===== src/rtl/square_wave_analyzer_if.sv =====
// Square wave analyzer bus: wave input and measurement result outputs.
// master drives wave_in and observes results; slave is the analyzer.
interface square_wave_analyzer_if #(
    parameter int CNT_W = 4
);
    logic             wave_in;
    logic [CNT_W-1:0] m_out;
    logic [CNT_W-1:0] n_out;
    logic             valid;
    logic             sat;
    logic             err;

    modport master (
        output wave_in,
        input  m_out, n_out, valid, sat, err
    );

    modport slave (
        input  wave_in,
        output m_out, n_out, valid, sat, err
    );
endinterface


===== src/rtl/square_wave_analyzer.sv =====
// Measures HIGH/LOW phase widths of an async square wave in TICK_DIV units.
// Ports: clk, clr_n (async low), bus.slave (wave_in -> m_out/n_out/valid/sat/err).
module square_wave_analyzer #(
    parameter int TICK_DIV = 5,
    parameter int CNT_W    = 4
) (
    input  logic                  clk,
    input  logic                  clr_n,
    square_wave_analyzer_if.slave bus
);
    localparam int PW   = (TICK_DIV > 1) ? $clog2(TICK_DIV) : 1;
    localparam int HALF = TICK_DIV / 2;
    localparam int INIT = 1 + HALF;

    // Counter holds (X + HALF) split as u*TICK_DIV + p, so u is
    // already the rounded width; it is seeded for X = 1.
    localparam logic [PW-1:0]  P_INIT = PW'(INIT % TICK_DIV);
    localparam logic [CNT_W:0] U_INIT = (CNT_W+1)'(INIT / TICK_DIV);
    localparam logic [PW-1:0]  P_LAST = PW'(TICK_DIV - 1);
    // X == 2^CNT_W * TICK_DIV maps to u = 2^CNT_W, p = HALF.
    localparam logic [CNT_W:0] U_TO   = (CNT_W+1)'(1 << CNT_W);
    localparam logic [PW-1:0]  P_TO   = PW'(HALF);
    localparam logic [CNT_W-1:0] MAXV = {CNT_W{1'b1}};

    typedef enum logic [1:0] {
        IDLE = 2'd0,
        HIGH = 2'd1,
        LOW  = 2'd2
    } state_t;

    state_t           state_q, state_d;
    logic             s1_q, s1_d;
    logic             s2_q, s2_d;
    logic             s3_q, s3_d;
    logic [PW-1:0]    p_q, p_d;
    logic [CNT_W:0]   u_q, u_d;
    logic [CNT_W-1:0] m_hold_q, m_hold_d;
    logic             m_sat_q, m_sat_d;
    logic [CNT_W-1:0] m_out_q, m_out_d;
    logic [CNT_W-1:0] n_out_q, n_out_d;
    logic             sat_q, sat_d;
    logic             valid_q, valid_d;
    logic             err_q, err_d;

    logic             rise;
    logic             fall;
    logic             tmo;
    logic [PW-1:0]    p_inc;
    logic [CNT_W:0]   u_inc;
    logic [CNT_W:0]   rnd;

    // Bit CNT_W of u can only be set at exactly 2^CNT_W: clamp + sat.
    assign rnd   = u_q[CNT_W] ? {1'b1, MAXV} : {1'b0, u_q[CNT_W-1:0]};
    assign rise  = s2_q & ~s3_q;
    assign fall  = ~s2_q & s3_q;
    assign tmo   = (u_q == U_TO) && (p_q == P_TO);
    assign p_inc = (p_q == P_LAST) ? '0 : p_q + 1'b1;
    assign u_inc = (p_q == P_LAST) ? u_q + 1'b1 : u_q;

    always_comb begin
        state_d  = state_q;
        s1_d     = bus.wave_in;
        s2_d     = s1_q;
        s3_d     = s2_q;
        p_d      = p_q;
        u_d      = u_q;
        m_hold_d = m_hold_q;
        m_sat_d  = m_sat_q;
        m_out_d  = m_out_q;
        n_out_d  = n_out_q;
        sat_d    = sat_q;
        valid_d  = 1'b0;
        err_d    = 1'b0;
        unique case (state_q)
            IDLE: begin
                if (rise) begin
                    state_d = HIGH;
                    u_d     = U_INIT;
                    p_d     = P_INIT;
                end
            end
            HIGH: begin
                if (fall) begin
                    m_hold_d = rnd[CNT_W-1:0];
                    m_sat_d  = rnd[CNT_W];
                    state_d  = LOW;
                    u_d      = U_INIT;
                    p_d      = P_INIT;
                end else if (tmo) begin
                    err_d   = 1'b1;
                    state_d = IDLE;
                end else begin
                    u_d = u_inc;
                    p_d = p_inc;
                end
            end
            LOW: begin
                if (rise) begin
                    m_out_d = m_hold_q;
                    n_out_d = rnd[CNT_W-1:0];
                    sat_d   = m_sat_q | rnd[CNT_W];
                    valid_d = 1'b1;
                    state_d = HIGH;
                    u_d     = U_INIT;
                    p_d     = P_INIT;
                end else if (tmo) begin
                    err_d   = 1'b1;
                    state_d = IDLE;
                end else begin
                    u_d = u_inc;
                    p_d = p_inc;
                end
            end
            default: state_d = IDLE;
        endcase
    end

    always_ff @(posedge clk or negedge clr_n) begin
        if (!clr_n) begin
            state_q  <= IDLE;
            s1_q     <= 1'b0;
            s2_q     <= 1'b0;
            s3_q     <= 1'b0;
            p_q      <= '0;
            u_q      <= '0;
            m_hold_q <= '0;
            m_sat_q  <= 1'b0;
            m_out_q  <= '0;
            n_out_q  <= '0;
            sat_q    <= 1'b0;
            valid_q  <= 1'b0;
            err_q    <= 1'b0;
        end else begin
            state_q  <= state_d;
            s1_q     <= s1_d;
            s2_q     <= s2_d;
            s3_q     <= s3_d;
            p_q      <= p_d;
            u_q      <= u_d;
            m_hold_q <= m_hold_d;
            m_sat_q  <= m_sat_d;
            m_out_q  <= m_out_d;
            n_out_q  <= n_out_d;
            sat_q    <= sat_d;
            valid_q  <= valid_d;
            err_q    <= err_d;
        end
    end

    assign bus.m_out = m_out_q;
    assign bus.n_out = n_out_q;
    assign bus.sat   = sat_q;
    assign bus.valid = valid_q;
    assign bus.err   = err_q;
endmodule


===== src/flat_wrapper.sv =====
// flat-port wrapper written by rule: the top's interface ports become plain ports
module square_wave_analyzer_flat 
#(
    parameter int TICK_DIV = 5,
    parameter int CNT_W    = 4
)
  (clk, clr_n, bus_wave_in, bus_m_out, bus_n_out, bus_valid, bus_sat, bus_err);
  square_wave_analyzer_if #(.CNT_W(CNT_W)) bus_i ();
  input  logic clk;
  input  logic clr_n;
  input wire logic [$bits(bus_i.wave_in)-1:0] bus_wave_in;
  output wire logic [$bits(bus_i.m_out)-1:0] bus_m_out;
  output wire logic [$bits(bus_i.n_out)-1:0] bus_n_out;
  output wire logic [$bits(bus_i.valid)-1:0] bus_valid;
  output wire logic [$bits(bus_i.sat)-1:0] bus_sat;
  output wire logic [$bits(bus_i.err)-1:0] bus_err;
  assign bus_i.wave_in = bus_wave_in;
  assign bus_m_out = bus_i.m_out;
  assign bus_n_out = bus_i.n_out;
  assign bus_valid = bus_i.valid;
  assign bus_sat = bus_i.sat;
  assign bus_err = bus_i.err;
  square_wave_analyzer #(.TICK_DIV(TICK_DIV), .CNT_W(CNT_W)) u_core (.clk(clk), .clr_n(clr_n), .bus(bus_i));
endmodule

===== config.mk =====
export PLATFORM = sky130hd
export DESIGN_NAME = square_wave_analyzer_flat
export DESIGN_NICKNAME = d
export VERILOG_FILES = /design/src/rtl/square_wave_analyzer_if.sv /design/src/rtl/square_wave_analyzer.sv /design/src/flat_wrapper.sv
export SDC_FILE = /design/constraint.sdc
export NUM_CORES = 1
export LEC_CHECK = 0
export CORE_MARGIN = 5
export CORE_UTILIZATION = 60
export CTS_CLUSTER_DIAMETER = 100
export DETAILED_ROUTE_END_ITERATION = 16
export PLACE_DENSITY = 0.9
export SYNTH_ARGS = -nofsm -noshare
export SYNTH_HDL_FRONTEND = slang
export SYNTH_SLANG_ARGS = --single-unit

===== constraint.sdc =====
create_clock -name clk -period 5.7 [get_ports clk]
set_clock_uncertainty 0.2 [all_clocks]
set_input_delay 1.14 -clock clk [delete_from_list [all_inputs] [get_ports clk]]
set_output_delay 1.14 -clock clk [all_outputs]
set_load 0.05 [all_outputs]

==> qor.csv, run 1 <==
stage,metric,value,unit
setup_path,path_buf_inv,1,
route,drt_first_iter_violations,33,
synthesis,synth.cell_area,1450,sq um
setup_path,worstSetupStartpointType,flop,
global_routing,grt_pass1_vias,1132,
cells_and_area,stdcell_count,187,
setup_path,critPathSlowestCell,clkdlybuf4s50_1,
global_routing,grt_antenna_before_repair,0,
synthesis,synth_edf_count,0,
synthesis,ys_types,38,
synthesis,synth_top_area_cell,dfrtp_1,
route,drtAntennaViolNets,0,
power_and_ir_drop,pwr_density_cell,380,nW/um^2
setup_path,r2r_start,u_core.state_q[0],
timing,tightest_slew,0.600,ns
synthesis,synthDominantCellAreaShare,0.500,
status,outcome,finished clean,
cells_and_area,fin_nets,170,
synthesis,dominantRegCellSynth,dfrtp_1,
floorplan,fp.dieW,59.2,um
clocking,clock_path_buffers,2,
power_and_ir_drop,total_leakage_power,0.776,nW
timing,slew_headroom,0.599,
cells_and_area,fin_area,1660,sq um
synthesis,syn-num-nets,152,
min_path,hold_end,u_core.s2_q,
floorplan,die_height,59.2,um
global_routing,grt_pass1_wl,5.18,mm
synthesis,postSynthCellCount,140,
placement,place_area,1600,sq um
setup_path,crit_chain,clkdlybuf4s50_1,
global_routing,grt_max_degree,30,
timing,hold_viol_final,0,
job,maxCapViolations,0,
clocking,hold_buffers,0,
setup_path,worstPathArrival,1.49,ns
route,drt_wl_total,3.06,mm
floorplan,rows,17,
timing,timing.final.crit_share,0.497,
setup_path,ff2ff_setup_slack,3.45,ns
setup_path,max_stage_delay,0.80,ns
placement,placedCellCount,179,
timing,setup_tns,0,ns
clocking,postCtsResizedCells,0,
global_routing,grt_usage,0.200,
min_path,hp-class,flop to flop,
min_path,hold_depth,0,
cells_and_area,fillers,155,
clocking,cts_max_level,2,
global_routing,grt_overflow,0,
route,first_pass_iters,4,
cells_and_area,final_layout_size_suffix_gt1_frac,0.113,
placement,place_congestion,0.829,
timing,min_period,2.83,ns
cells_and_area,syn_to_final_growth,14.2,%
cells_and_area,antenna_cells,0,
synthesis,ys_seq_elements,29,
route,drc_errors,0,
route,wire_per_inst,16.3,um
route,vias,1148,
min_path,hp-start,u_core.s1_q,
setup_path,endpoint_kind,output pin,
power_and_ir_drop,peakVddDrop,0.000323,V
floorplan,core_area,2250,sq um
floorplan,io-pin-count,14,
synthesis,synth_most_common_cell,dfrtp_1,
setup_path,ff2ff_path_depth,6,
timing,drv_slew,0,
setup_path,crit_type,flop to output pin,
floorplan,start_util,0.643,
placement,hpwl,2.20,mm
power_and_ir_drop,p_total,0.630,mW
synthesis,seq_area_frac_synth,0.500,
timing,rsz0062_at_grt,false,
clocking,clk_latency,0.33,ns
synthesis,synth_common_cells,"dfrtp_1 (29), nand2_1 (24), o21ai_0 (12)",
setup_path,worstPathRequired,4.36,ns
timing,fmax,353,MHz
setup_path,r2r-end,u_core.p_q[1],
clocking,root_buffer,clkbuf_4,
synthesis,syn_area_per_cell,10.4,sq um
route,via_per_inst,6.14,
synthesis,synthTopCellsByArea,"dfrtp_1 (50%), ha_1 (7.8%), nand2_1 (6.2%), o21ai_0 (4.1%), inv_1 (2.6%)",
clocking,cts_buffers,5,
clocking,post-cts-setup-buffers,0,
floorplan,dieArea,3500,sq um
placement,portBuffers,13,
timing,fin_hold_ws,0.166,ns
timing,finalSetupViolCount,0,
synthesis,yosysWarnings,0,
synthesis,async_flop_share,1.00,
setup_path,crit_fanout,2,
clocking,cts_sinks,29,
setup_path,path_delay_family,buffers and inverters,
clocking,clkTransAtPathRegs,0.09,ns
clocking,cts_tree,yes,
cell families after synthesis:
logic type | synth area share
and+or+nand+nor | 0.185
AOI/OAI and AO/OA | 0.180
DFF | 0.500
buffers and inverters | 0.0388
adders and majority gates | 0.0777
muxes | 0.0181
final cells by class:
cell class | count | area, sq um | area share
inverters | 10 | 37.5 | 0.0227
repair buffers | 14 | 138 | 0.0831
flip-flops and latches | 29 | 726 | 0.438
multi-input cells | 98 | 668 | 0.404
well taps | 28 | 35.0 | 0.0212
clock buffers | 6 | 41.3 | 0.0249
clock inverters | 2 | 10.0 | 0.00605
power breakdown:
group          total [mW]  switching (mW)  internal [mW]
logic               0.264           0.167         0.0974
clock network       0.118          0.0714         0.0469
registers           0.247          0.0230          0.224
total               0.630           0.261          0.369
stage by stage:
| stage | utilization | setup WS (ns) |
|---|---|---|
| final | 0.734 | 2.87 |
| after global placement | 0.711 | 3.23 |
| after detailed placement | 0.711 | 3.21 |
| after floorplan | - | 3.76 |
| after global routing | 0.734 | 2.82 |
| after CTS | 0.734 | 2.85 |
per-layer routing:
layer / wire length, um / GRT usage / vias to the layer above
li1: - / - / 535
met1: 1290 / 0.232 / 541
met2: 1450 / 0.334 / 56
met3: 220 / 0.0675 / 16
met4: 97 / 0.0906 / 0
met5: 0 / 0 / -
layout by cell type, fill, tap and decap left out, types with 2 or more instances in the layout:
master,synthesis,layout
o41ai_1,2,2
o21ai_0,12,12
inv_1,10,10
nand2_1,24,24
a32o_1,2,2
dfrtp_1,29,29
clkinv_2,0,2
nor2_1,8,8
and3_1,2,2
a21oi_1,2,2
nand3b_1,2,2
o31ai_1,2,2
clkbuf_4,0,5
ha_1,9,9
nor2b_1,3,3
o2bb2ai_1,2,2
nand3_1,3,3
nand4_1,2,2
a22o_1,3,3
a21o_1,2,2
clkdlybuf4s50_1,0,13
state kept, by name (all words and copies together), names as in the netlist:
name,count
u_core.u_q,5
u_core.bus.m_out,4
u_core.bus.n_out,4
u_core.m_hold_q,4
u_core.p_q,3
u_core.state_q,2
u_core.bus.err,1
u_core.bus.sat,1
u_core.bus.valid,1
u_core.m_sat_q,1
u_core.s1_q,1
u_core.s2_q,1
u_core.s3_q,1
worst max path at each step:
stage,start,to,slack (ns),depth (start not counted)
3_5_place_dp,u_core.bus.m_out[0],bus_m_out[0],3.21,1
6_report,u_core.bus.m_out[3],bus_m_out[3],2.87,1
5_1_grt,u_core.bus.m_out[2],bus_m_out[2],2.82,1
3_3_place_gp,u_core.bus.m_out[2],bus_m_out[2],3.23,1
4_1_cts,u_core.bus.m_out[0],bus_m_out[0],2.85,1
2_1_floorplan,u_core.bus.m_out[0],bus_m_out[0],3.76,0
No activity file was read; power rests on OpenSTA's default activity.
==> inputs of run 2 (changes only) <==
Settings changed: CORE_UTILIZATION 60 to 50, PLACE_DENSITY 0.9 to 0.81.
Clock period 5.7 ns to 2.3 ns, I/O delays scaled along.
==> qor.csv, run 2 (synthesis gave the netlist of run 1 again) <==
stage,metric,value,unit,change
clocking,hold_buffers,0,,unchanged
route,vias,1099,,was 1148
min_path,hp-start,u_core.s1_q,,unchanged
global_routing,grt_max_degree,30,,unchanged
floorplan,core_area,2760,sq um,was 2250 sq um
timing,finalSetupViolCount,0,,unchanged
floorplan,io-pin-count,14,,unchanged
placement,place_congestion,0.831,,was 0.829
cells_and_area,antenna_cells,0,,unchanged
setup_path,ff2ff_setup_slack,0.19,ns,was 3.45 ns
route,drt_first_iter_violations,56,,was 33
setup_path,critPathSlowestCell,clkdlybuf4s50_1,,unchanged
power_and_ir_drop,pwr_density_cell,943,nW/um^2,was 380 nW/um^2
route,top_layer,met4,,unchanged
setup_path,crit_chain,clkdlybuf4s50_1,,unchanged
setup_path,max_stage_delay,0.81,ns,was 0.80 ns
timing,setup_tns,0,ns,unchanged
timing,drv_slew,0,,unchanged
setup_path,startpoint,u_core.bus.m_out[3],,unchanged
setup_path,crit_type,flop to output pin,,unchanged
clocking,cts_max_level,2,,unchanged
route,drc_errors,0,,unchanged
global_routing,grt_usage,0.158,,was 0.200
clocking,cts_tree,yes,,unchanged
global_routing,grt_antenna_before_repair,0,,unchanged
clocking,post-cts-setup-buffers,0,,unchanged
clocking,root_buffer,clkbuf_4,,unchanged
setup_path,path_buf_inv,1,,unchanged
route,met3RoutedLength,183,um,was 220 um
timing,fin_ws,0.145,ns,was 2.87 ns
floorplan,fp.dieW,63.9,um,was 59.2 um
cells_and_area,largest_reg_flops,5,,unchanged
floorplan,die_height,63.9,um,was 59.2 um
placement,pre_cts_ws,0.234,ns,was 3.21 ns
floorplan,rows,19,,was 17
clocking,clock_path_buffers,2,,unchanged
cells_and_area,top_register,u_core.u_q,,unchanged
setup_path,path_delay_family,buffers and inverters,,unchanged
cells_and_area,syn_to_final_growth,15.2,%,was 14.2%
floorplan,start_util,0.526,,was 0.643
timing,timing.final.crit_share,0.937,,
route,wire_per_inst,14.8,um,was 16.3 um
clocking,cts_sinks,29,,unchanged
route,first_pass_iters,4,,unchanged
min_path,hp-class,flop to flop,,unchanged
timing,hold_viol_final,0,,unchanged
timing,fmax,464,MHz,
setup_path,worstPathRequired,1.64,ns,was 4.36 ns
placement,portBuffers,13,,unchanged
route,via_per_inst,5.78,,was 6.14
cells_and_area,layout_commonest_cell,dfrtp_1,,unchanged
setup_path,worstPathArrival,1.49,ns,about the same
timing,min_period,2.15,ns,
timing,slew_headroom,0.660,,was 0.599
status,outcome,finished clean,,unchanged
setup_path,crit_fanout,2,,unchanged
timing,fin_hold_ws,0.160,ns,was 0.166 ns
power_and_ir_drop,peakVddDrop,0.000771,V,was 0.000323 V
cells_and_area,fin_nets,171,,was 170
route,wl_met1,1.20,mm,was 1.29 mm
clocking,postCtsResizedCells,0,,unchanged
setup_path,worstSetupStartpointType,flop,,unchanged
timing,rsz0062_at_grt,false,,unchanged
route,route.met2.wl,1.34,mm,was 1.45 mm
route,drtAntennaViolNets,0,,unchanged
global_routing,grt_pass1_wl,4.99,mm,was 5.18 mm
placement,hpwl,2.06,mm,was 2.20 mm
clocking,clk_latency,0.33,ns,about the same
route,drt_wl_total,2.81,mm,was 3.06 mm
floorplan,dieArea,4080,sq um,was 3500 sq um
placement,place_area,1620,sq um,was 1600 sq um
job,maxCapViolations,0,,unchanged
power_and_ir_drop,total_leakage_power,0.779,nW,was 0.776 nW
clocking,clkTransAtPathRegs,0.08,ns,was 0.09 ns
global_routing,grt_pass1_vias,1075,,was 1132
setup_path,endpoint_kind,output pin,,unchanged
cells_and_area,final_layout_size_suffix_gt1_frac,0.113,,unchanged
cells_and_area,final_cell_mix,"dfrtp_1 (29), nand2_1 (24), clkdlybuf4s50_1 (13)",,unchanged
global_routing,grt_overflow,0,,unchanged
timing,tightest_slew,0.508,ns,was 0.600 ns
cells_and_area,fillers,227,,was 155
clocking,cts_buffers,5,,unchanged
cells_and_area,fin_area,1670,sq um,was 1660 sq um
setup_path,r2r_start,u_core.state_q[0],,unchanged
[run 2: cell type report]
type / instances / area [sq um] / area share
sequential: 29 / 726 / 0.434
multi-input combinational: 98 / 668 / 0.400
timing repair buffer: 15 / 145 / 0.0869
clock buffer: 7 / 55.1 / 0.0330
tap: 31 / 38.8 / 0.0232
inverter: 10 / 37.5 / 0.0225
[run 2: routing by layer]
metal,global-route usage,up-vias
met2,0.246,39
met1,0.188,511
li1,-,538
met5,0,-
met3,0.0508,11
met4,0.101,0
[run 2: path summary, 6_finish.rpt]
check | endpoint | depth (start not counted)
min in group asynchronous | u_core.u_q[3] | 2
hold / removal | u_core.s2_q | 0
setup / recovery | bus_m_out[3] | 1
max in group asynchronous | u_core.bus.n_out[1] | 2
hold reg to reg | u_core.s2_q | 0
setup reg to reg | u_core.u_q[0] | 6
[run 2: stage by stage]
stage	power (mW)	utilization	cells
4_1_cts	1.57	0.606	190
5_1_grt	1.68	0.606	190
6_report	1.57	0.606	190
2_1_floorplan	1.12	-	140
3_3_place_gp	1.22	0.586	183
3_5_place_dp	1.26	0.586	183
[run 2: power breakdown]
part / total (mW) / switching (mW) / internal [mW] / leakage, nW
registers: 0.609 / 0.0524 / 0.556 / 0.391
logic: 0.654 / 0.410 / 0.244 / 0.357
clock network: 0.312 / 0.168 / 0.144 / 0.0314
